[config.mk]
export PLATFORM = sky130hd
export DESIGN_NAME = apb_ssd_scan
export DESIGN_NICKNAME = d
export VERILOG_FILES = /design/src/rtl/apb_ssd_scan.sv
export SDC_FILE = /design/constraint.sdc
export NUM_CORES = 1
export LEC_CHECK = 0
export CORE_AREA = 4 4 92 94
export CTS_BUF_LIST = sky130_fd_sc_hd__clkbuf_8
export DETAILED_ROUTE_END_ITERATION = 12
export DIE_AREA = 0 0 96 98
export PLACE_DENSITY = 0.78
export SLEW_MARGIN = 20
export SYNTH_ARGS = -nofsm -noshare
export SYNTH_HDL_FRONTEND = slang
export SYNTH_SLANG_ARGS = --single-unit
[constraint.sdc]
create_clock -name clk -period 5.77 [get_ports clk]
set_clock_uncertainty 0.1 [all_clocks]
set_input_delay 0.577 -clock clk [delete_from_list [all_inputs] [get_ports clk]]
set_output_delay 0.577 -clock clk [all_outputs]
set_load 0.05 [all_outputs]
[src/rtl/apb_ssd_scan.sv]
// apb_ssd_scan: APB3 slave holding up to eight hex digits and scanning them
// onto a shared seven-segment decoder with one-hot digit enables.
// Digit i lives in nibble i of the concatenation {DATA_HI, DATA_LO}.
module apb_ssd_scan #(
  parameter int DIGITS      = 6,
  parameter int REFRESH_DIV = 50000
) (
  input  logic                  clk,
  input  logic                  reset,
  input  logic [1:0]            S_PADDR,
  input  logic                  S_PWRITE,
  input  logic                  S_PSELx,
  input  logic                  S_PENABLE,
  input  logic [15:0]           S_PWDATA,
  output logic [15:0]           S_PRDATA,
  output logic                  S_PREADY,
  output logic [3:0]            nibble,
  output logic [DIGITS-1:0]     digit_en,
  output logic [4*DIGITS-1:0]   digits_flat
);

  localparam int              PW       = $clog2(REFRESH_DIV);
  localparam logic [PW-1:0]   PRE_LAST = PW'(REFRESH_DIV - 1);
  localparam logic [2:0]      IDX_LAST = 3'(DIGITS - 1);

  localparam logic [1:0] ADDR_DATA_LO = 2'd0;
  localparam logic [1:0] ADDR_DATA_HI = 2'd1;
  localparam logic [1:0] ADDR_CTRL    = 2'd2;
  localparam logic [1:0] ADDR_STATUS  = 2'd3;

  logic [4*DIGITS-1:0] digits_q, digits_d;
  logic                en_q, en_d;
  logic [DIGITS-1:0]   blank_q, blank_d;
  logic [PW-1:0]       pre_q, pre_d;
  logic [2:0]          idx_q, idx_d;
  logic [15:0]         prdata_q, prdata_d;
  logic [DIGITS-1:0]   digitEn_q, digitEn_d;
  logic [3:0]          nibble_q, nibble_d;

  logic                wrCommit;
  logic                setupPhase;
  logic [15:0]         dataLoRd;
  logic [15:0]         dataHiRd;
  logic [15:0]         ctrlRd;
  logic [15:0]         statusRd;

  assign wrCommit   = S_PSELx & S_PENABLE & S_PWRITE;
  assign setupPhase = S_PSELx & ~S_PENABLE;
  assign S_PREADY   = S_PSELx & S_PENABLE;

  // Register-file writes: digits, scan enable and blank mask.
  always_comb begin
    digits_d = digits_q;
    en_d     = en_q;
    blank_d  = blank_q;
    if (wrCommit) begin
      case (S_PADDR)
        ADDR_DATA_LO: begin
          for (int i = 0; i < DIGITS; i++) begin
            if (i < 4) digits_d[4*i +: 4] = S_PWDATA[4*(i%4) +: 4];
          end
        end
        ADDR_DATA_HI: begin
          for (int i = 0; i < DIGITS; i++) begin
            if (i >= 4) digits_d[4*i +: 4] = S_PWDATA[4*(i%4) +: 4];
          end
        end
        ADDR_CTRL: begin
          en_d    = S_PWDATA[0];
          blank_d = S_PWDATA[8 +: DIGITS];
        end
        default: begin
        end
      endcase
    end
  end

  // Scan timing: clear as soon as EN is being dropped, restart from zero on a
  // fresh enable, and only advance when EN was already running.
  always_comb begin
    pre_d = pre_q;
    idx_d = idx_q;
    if (!en_d) begin
      pre_d = '0;
      idx_d = '0;
    end else if (en_q) begin
      if (pre_q == PRE_LAST) begin
        pre_d = '0;
        idx_d = (idx_q == IDX_LAST) ? 3'd0 : idx_q + 3'd1;
      end else begin
        pre_d = pre_q + 1'b1;
      end
    end else begin
      pre_d = '0;
      idx_d = '0;
    end
  end

  // Display outputs are computed from next-state so they switch on the same
  // edge as the index, with no intermediate glitch.
  always_comb begin
    digitEn_d = '0;
    nibble_d  = '0;
    for (int i = 0; i < DIGITS; i++) begin
      if (idx_d == 3'(i)) begin
        nibble_d     = digits_d[4*i +: 4];
        digitEn_d[i] = en_d & ~blank_d[i];
      end
    end
  end

  // Readback views of each register; unstored digits and reserved bits read 0.
  always_comb begin
    dataLoRd = '0;
    dataHiRd = '0;
    for (int i = 0; i < DIGITS; i++) begin
      if (i < 4) dataLoRd[4*(i%4) +: 4] = digits_q[4*i +: 4];
      else       dataHiRd[4*(i%4) +: 4] = digits_q[4*i +: 4];
    end
    ctrlRd                 = '0;
    ctrlRd[0]              = en_q;
    ctrlRd[8 +: DIGITS]    = blank_q;
    statusRd               = '0;
    statusRd[2:0]          = idx_q;
    statusRd[15]           = en_q;
  end

  // Read data is captured in the setup phase and held until the next setup.
  always_comb begin
    prdata_d = prdata_q;
    if (setupPhase) begin
      case (S_PADDR)
        ADDR_DATA_LO: prdata_d = dataLoRd;
        ADDR_DATA_HI: prdata_d = dataHiRd;
        ADDR_CTRL:    prdata_d = ctrlRd;
        ADDR_STATUS:  prdata_d = statusRd;
        default:      prdata_d = '0;
      endcase
    end
  end

  // All state, with a synchronous reset that also discards any in-flight write.
  always_ff @(posedge clk) begin
    if (reset) begin
      digits_q  <= '0;
      en_q      <= 1'b0;
      blank_q   <= '0;
      pre_q     <= '0;
      idx_q     <= '0;
      prdata_q  <= '0;
      digitEn_q <= '0;
      nibble_q  <= '0;
    end else begin
      digits_q  <= digits_d;
      en_q      <= en_d;
      blank_q   <= blank_d;
      pre_q     <= pre_d;
      idx_q     <= idx_d;
      prdata_q  <= prdata_d;
      digitEn_q <= digitEn_d;
      nibble_q  <= nibble_d;
    end
  end

  assign S_PRDATA    = prdata_q;
  assign digit_en    = digitEn_q;
  assign nibble      = nibble_q;
  assign digits_flat = digits_q;

endmodule

# ---- After elaboration in Yosys (flattened, before gate mapping)
# Cells that the tools add are included.
dict set report word_totals {
  inputBits 23
  regBits 76
  wordCells 76
}
dict set report classes {
  add_sub_neg 2
  n_reduce_logical 9
  n_mux 18
  n_bitwise 24
  n_eq_ne 10
}
# cell n
set op_table {}
lappend op_table {{one-hot mux 16 bit (4 select lines)} 1}
lappend op_table {{2-to-1 mux 24 bit} 1}
lappend op_table {{2-to-1 mux 4 bit} 6}
lappend op_table {{adder 16 x 1 -> 16 bit, second input constant} 1}
lappend op_table {{== test 16 bit, second input constant} 1}
lappend op_table {{2-to-1 mux 16 bit} 1}
lappend op_table {{inverter 1 bit} 15}
lappend op_table {{2-to-1 mux 3 bit} 4}
lappend op_table {{2-to-1 mux 6 bit} 2}
lappend op_table {{OR reduction 2 bit} 6}
lappend op_table {{AND 1 bit} 9}
lappend op_table {{== test 3 bit, second input constant} 3}
lappend op_table {{2-to-1 mux 8 bit} 1}
lappend op_table {{== test 3 x 2 -> 1 bit, second input constant} 2}
lappend op_table {{== test 2 bit, second input constant} 2}
lappend op_table {{OR reduction 4 bit} 1}
lappend op_table {{adder 3 x 1 -> 3 bit, second input constant} 1}
lappend op_table {{== test 3 x 1 -> 1 bit, second input constant} 1}
lappend op_table {{logical NOT 3 bit} 1}
lappend op_table {{== test 2 x 1 -> 1 bit, second input constant} 1}
lappend op_table {{logical NOT 2 bit} 1}
lappend op_table {{2-to-1 mux 1 bit} 2}

# ---- Longest topological paths before layout
# Gate-level depths: netlist of run 1.
dict set report depth {
  word_depth 12
  depth_mapped 8
  ltp_nobuf 7
}

# ---- Worst setup path before layout of run 1
# No wires, ideal clock.
dict set report synth_path {
  path_type {input to register}
  from {input S_PWRITE}
  to {register nibble_q[0], in the netlist nibble[0]}
  path_stages 8
  t_arrival_ns 2.205
  required_ns 5.579
  setup_ns 0.091
  slack_ns 3.375
  cell_sequence {and3_1 buf_6 nand2_2 buf_1 mux2i_1 nor4_1 o32ai_1 a311oi_1}
}
dict set report synth_via {
  elab_chain_len 10
  elab_cells_between_ends 16
  classes_between {eq/ne: 5; mux: 9; bitwise: 1; reduce/logical: 1}
}
# element line
set synth_lines {}
lappend synth_lines {{start, declared} 11} ;# input logic S_PWRITE,
lappend synth_lines {{AND 1 bit *} 47} ;# assign wrCommit = S_PSELx & S_PENABLE & S_PWRITE;
lappend synth_lines {{2-to-1 mux 1 bit} 56} ;# if (wrCommit) begin
lappend synth_lines {{2-to-1 mux 3 bit} 83} ;# if (!en_d) begin
lappend synth_lines {{logical NOT 3 bit} 105} ;# if (idx_d == 3'(i)) begin
lappend synth_lines {{2-to-1 mux 4 bit (5 in a row)} 105}
lappend synth_lines {{2-to-1 mux 4 bit *} 105}
lappend synth_lines {{end signal, assigned} 161} ;# nibble_q <= nibble_d;
lappend synth_lines {{end, declared} 38} ;# logic [3:0] nibble_q, nibble_d;
# Mark *: on every way between the ends. The rest lies on a longest branch, timed or not.
# A chain may end at the register's enable or synchronous reset.

# ---- Final worst setup path of run 1
dict set report layout_path {
  from {input S_PADDR[1]}
  to {register nibble_q[2], in the netlist nibble[2]}
}
dict set report layout_via {
  elab_chain_len 11
  elab_cells_between_ends 21
  classes_between {eq/ne: 7; mux: 12; reduce/logical: 2}
}
# element line
set layout_lines {}
lappend layout_lines {{start, declared} 10} ;# input logic [1:0] S_PADDR,
lappend layout_lines {{== test 2 bit} 57} ;# case (S_PADDR)
lappend layout_lines {{2-to-1 mux 1 bit} 57}
lappend layout_lines {{2-to-1 mux 1 bit} 56}
lappend layout_lines {{2-to-1 mux 3 bit} 83}
lappend layout_lines {{logical NOT 3 bit} 105}
lappend layout_lines {{2-to-1 mux 4 bit (5 in a row)} 105}
lappend layout_lines {{2-to-1 mux 4 bit *} 105}
# Marks and branches as above.

==> summary.txt, run 1 <==
status = finished clean
Post CTS Setup Buffer Count = 0
PostCTS Resize Cnt = 0
gr usage total = 18.6%
number of global-route vias before repair = 2807
WP data arrival = 3.54 ns
Num CTS Buffers = 9
routed vias/inst = 5.43
family with the most delay on the worst path = buffers and inverters
leak pwr = 0.00158 µW
async set-reset flop share out of synthesis = 0%
Synth Instances = 364
synth warn = 0
initial antenna violation count = 0
Mapped Avg Cell Area = 9.30 µm²
pre-CTS setup slack = 2.13 ns
crit path capture type = flip-flop
drt first pass iters = 4
share of cells above drive strength 1 = 10.5%
Max Cap Viol = 0
Starting Density = 44.3%
Top FF cell, synth = dfxtp_1
DR vias = 2889
Finished Layout Cells = 532
footprint of the multi-input gates = 1700 µm²
number of distinct library cells after synthesis = 51
DIE HEIGHT = 98 µm
slowest stage cell, crit path = clkdlybuf4s50_1
commonest non-fill, non-tap cell in the layout = dfxtp_1
Final setup viols = 0
gpl congestion = 0.909
CP required = 5.93 ns
DR iter-0 viols = 287
H-tree depth = 3
Max Fanout on Critical Path = 18
pwr dens = 248 nW/µm²
Ports = 74
most frequent cells in the layout = dfxtp_1 (76), clkdlybuf4s50_1 (72), nor2_1 (53)
Rows = 32
total grt overflow = 0
min cycle time layout = 3.38 ns
overall die area = 9410 µm²
Max Root-Sink Buffers = 2
P&R area growth vs syn = 27.9%
HP Class = flip-flop to flip-flop
register area = 1520 µm²
NumNets Final = 449
Placeable Area = 7650 µm²
die width = 96 µm
Tcrit/Tclk final = 58.5%
Post-route DRC = 0
post-route ant nets = 0
post-route setup slack = 2.39 ns
crit path buf inv count = 2
Clock Pin Slew Worst Setup and Hold Paths = 0.08 ns
peak supply drop = 0.130 mV
Filler cells = 675
CTS Hold Bufs = 0
CP Cell Sequence = clkdlybuf4s50_1, nor3b_1, a21oi_1, mux2i_1, buf_4, a21boi_0, nor3_1, a311oi_1
largest net degree at the start of global routing = 56
Worst Setup Start Kind = input port
Fin. Hold Viols = 0
total wire length = 8560 µm
first-pass GRT wire length = 14000 µm
dpl cells = 516
IO buf count = 73
CTS tree = done
clock root cell = clkbuf_8
Setup CP Type = input port to flip-flop
RSZ-0062 raised after global routing = no
Sink Count = 76
DP HPWL = 6250 µm
flops & latches, synth = 76
Rel. slew slack = 34.7%
Fin Setup TNS = 0 ns
sequential share of the synthesized area = 44.9%
mapped cell area = 3390 µm²
Antenna diodes = 0
Post-synth EDFFs = 0
Least-Margin Pin Slew = 0.979 ns
highest clock rate = 0.296 GHz
Final Max Slew Viols = 0
WL/cell = 16.1 µm
syn nets = 388
CP max stage delay = 0.89 ns
insertion delay to the later sink of the worst-skew pair = 0.36 ns
registers in the layout (all words and copies together), names as in the netlist:
register     count
S_PRDATA        16
blank_q          6
digit_en         6
digits_flat     24
en_q             1
idx_q            3
nibble           4
pre_q           16
logic make-up after synthesis:
group	Yosys count	share of synthesized area, %
compound gates	57	11.2
xor+xnor	12	3.10
fa+ha+maj	1	0.369
buf+inv	29	4.95
flops	76	44.9
mux	40	12.9
simple gates	149	22.6
synth_stat cells, drive strengths merged (2+ instances only):
master   n  area share, %
buf     11            2.5
inv      5           0.55
xor2     7            1.8
clkbuf  12            1.6
mux2    15            5.0
dfxtp   76             45
nor2b    7            1.3
or3      7            1.3
mux2i   24            7.2
o32ai    4            1.0
a22oi   15            3.3
a311oi   5            1.3
xnor2    5            1.3
nand4    3           0.55
nor3     7            1.0
and4     4            1.1
and3b    2           0.52
and3     2           0.37
nor2    53            5.9
o21ai    4           0.59
o211ai   2           0.44
nand3   10            1.5
nand2b   3           0.55
nor4     7            1.5
a21oi   20            3.0
a21boi   4           0.89
nand2   31            3.6
and2     4           0.74
where the power goes:
group          internal (µW)  switching, µW
Combinational           29.9           44.0
Sequential               529           3.26
Clock                    260            208
Total                    818            255
layer usage:
metal,up-vias,GRT usage (%),share of wire [%]
met5,-,0,0
met4,0,5.80,1.8
met3,11,4.16,6.1
met2,94,30.3,50
met1,1375,24.4,42
li1,1409,-,-
final timing paths:
check | start | to | slack (ns) | depth (start not counted)
max reg2reg | pre_q[6] | nibble[2] | 2.84 | 7
min reg2reg | pre_q[0] | pre_q[0] | 0.35 | 1
max | S_PADDR[1] | nibble[2] | 2.39 | 8
min | pre_q[0] | pre_q[0] | 0.35 | 1
stage by stage:
stage / utilization [%] / power (µW) / cell area (µm²) / hold WS, ns
after detailed placement: 53.6 / 618 / 4100 / 0.339
final: 56.6 / 1070 / 4330 / 0.351
after floorplan: - / 588 / 3390 / 0.313
after CTS: 56.6 / 1080 / 4330 / 0.358
after global placement: 53.6 / 617 / 4100 / 0.324
after global routing: 56.6 / 1110 / 4330 / 0.371
layout make-up:
class | count | share of cell area, %
clock inverter | 6 | 2.17
inverter | 5 | 0.434
tap | 102 | 2.95
timing repair buffer | 74 | 16.9
sequential | 76 | 35.1
multi-input combinational | 259 | 39.2
clock buffer | 10 | 3.18
(Power assumes the default switching activity.)
==> inputs of run 2 (changes only) <==
==> constraint.sdc (replaced) <==
create_clock -name clk -period 3.4 [get_ports clk]
set_clock_uncertainty 0.1 [all_clocks]
set_input_delay 0.34 -clock clk [delete_from_list [all_inputs] [get_ports clk]]
set_output_delay 0.34 -clock clk [all_outputs]
set_load 0.05 [all_outputs]
==> run 2 against run 1 <==
Effect of this change: power up 55%; final cell count up 0.56%; hold slack worse by 0.011 ns; critical path type is now flip-flop to flip-flop; wire length down 2.5%; utilization down 0.38 points; via count down 0.62%; die area unchanged; combinational power up 72%; sequential power up 70%; critical path depth down 2; largest cell class unchanged.
==> summary.txt, run 2 (same netlist as run 1, synthesis figures left out) <==
status = finished clean (unchanged)
Sink Count = 76 (unchanged)
HP Class = flip-flop to flip-flop (unchanged)
Max Root-Sink Buffers = 2 (unchanged)
insertion delay to the later sink of the worst-skew pair = 0.36 ns (about the same)
pwr dens = 388 nW/µm² (was 248 nW/µm²)
PostCTS Resize Cnt = 0 (unchanged)
Fin. Hold Viols = 0 (unchanged)
crit path capture type = flip-flop (unchanged)
clock root cell = clkbuf_8 (unchanged)
overall power = 1670 µW (was 1070 µW)
RSZ-0062 raised after global routing = no (unchanged)
largest net degree at the start of global routing = 35 (was 56)
WL/cell = 15.6 µm (was 16.1 µm)
total grt overflow = 0 (unchanged)
Clock Pin Slew Worst Setup and Hold Paths = 0.08 ns (about the same)
CTS tree = done (unchanged)
Tcrit/Tclk final = 78.9%
max FFs per register = 24 (unchanged)
DR vias = 2871 (was 2889)
WP data arrival = 2.85 ns (was 3.54 ns)
DIE HEIGHT = 98 µm (unchanged)
P&R area growth vs syn = 27.0% (was 27.9%)
Post-route DRC = 0 (unchanged)
die width = 96 µm (unchanged)
min cycle time layout = 2.68 ns
leak pwr = 0.00157 µW (was 0.00158 µW)
share of cells above drive strength 1 = 11.1% (was 10.5%)
most frequent cells in the layout = dfxtp_1 (76), clkdlybuf4s50_1 (72), nor2_1 (53) (unchanged)
initial antenna violation count = 0 (unchanged)
peak supply drop = 0.258 mV (was 0.130 mV)
Rows = 32 (unchanged)
commonest non-fill, non-tap cell in the layout = dfxtp_1 (unchanged)
Max Fanout on Critical Path = 6 (was 18)
gpl congestion = 0.872 (was 0.909)
Least-Margin Pin Slew = 0.639 ns (was 0.979 ns)
Ports = 74 (unchanged)
drt first pass iters = 4 (unchanged)
Antenna diodes = 0 (unchanged)
routed vias/inst = 5.37 (was 5.43)
Setup CP Type = flip-flop to flip-flop (was input port to flip-flop)
IO buf count = 73 (unchanged)
DR iter-0 viols = 197 (was 287)
Final setup viols = 0 (unchanged)
gr usage total = 18.4% (was 18.6%)
Worst Setup Start Kind = flip-flop (was input port)
H-tree depth = 3 (unchanged)
post-route ant nets = 0 (unchanged)
total wire length = 8350 µm (was 8560 µm)
highest clock rate = 0.373 GHz
first-pass GRT wire length = 13600 µm (was 14000 µm)
Final Max Slew Viols = 0 (unchanged)
pre-CTS setup slack = 0.479 ns (was 2.13 ns)
post-route setup slack = 0.716 ns (was 2.39 ns)
Max Cap Viol = 0 (unchanged)
Num CTS Buffers = 9 (unchanged)
Rel. slew slack = 57.4% (was 34.7%)
overall die area = 9410 µm² (unchanged)
Post CTS Setup Buffer Count = 0 (unchanged)
number of global-route vias before repair = 2790 (was 2807)
Placeable Area = 7650 µm² (unchanged)
CTS Hold Bufs = 0 (unchanged)
Fin Setup TNS = 0 ns (unchanged)
CP required = 3.57 ns (was 5.93 ns)
NumNets Final = 452 (was 449)
DP HPWL = 6240 µm (was 6250 µm)
Starting Density = 44.3% (unchanged)
-- run 2: changes by cell type in the layout (fill, tap and decap cells not counted), sizes merged --
cell and change:
buf +3, clkinv +2, inv +1, clkbuf -1, bufinv -2
-- run 2: worst paths after layout --
check	startpoint	to	slack [ns]	cells after the start
hold / removal	pre_q[0]	pre_q[0]	0.34	1
setup / recovery	pre_q[6]	nibble[1]	0.72	6
hold reg to reg	pre_q[0]	pre_q[0]	0.34	1
setup reg to reg	pre_q[6]	nibble[1]	0.72	6
-- run 2: report_power, final --
group	leakage [µW]	internal [µW]	switching [µW]
clock	0.0000910	275	363
combinational	0.000870	52.8	74.7
sequential	0.000613	897	5.37
-- run 2: worst max-delay path, stage by stage (launching register included) --
cell and delay, ns:
dfxtp_1 0.42, or4b_4 0.52, nor4_1 0.43, mux2i_1 0.44, and2_1 0.30, o32ai_1 0.13, a311oi_1 0.26
-- run 2: routing by layer --
metal	global-route usage [%]	part of all wire, %	vias to the layer above
li1	-	-	1422
met5	0	0	-
met4	5.58	2.1	0
met1	22.3	43	1354
met2	31.0	49	80
met3	5.32	5.8	15
-- run 2: area by class of cell --
class	count	area, µm²
well taps	102	128
flip-flops and latches	76	1520
clock inverters	7	56.3
fillers	669	3350
multi-input cells	259	1700
inverters	5	18.8
clock buffers	9	124
repair buffers	77	756
-- run 2: metrics by stage --
stage	cell area (µm²)	instances	util, %	hold WS [ns]
global route	4300	535	56.2	0.375
CTS	4300	535	56.2	0.346
global placement	4120	519	53.9	0.324
detailed placement	4120	519	53.9	0.332
floorplan	3390	364	-	0.313
finish	4300	535	56.2	0.340
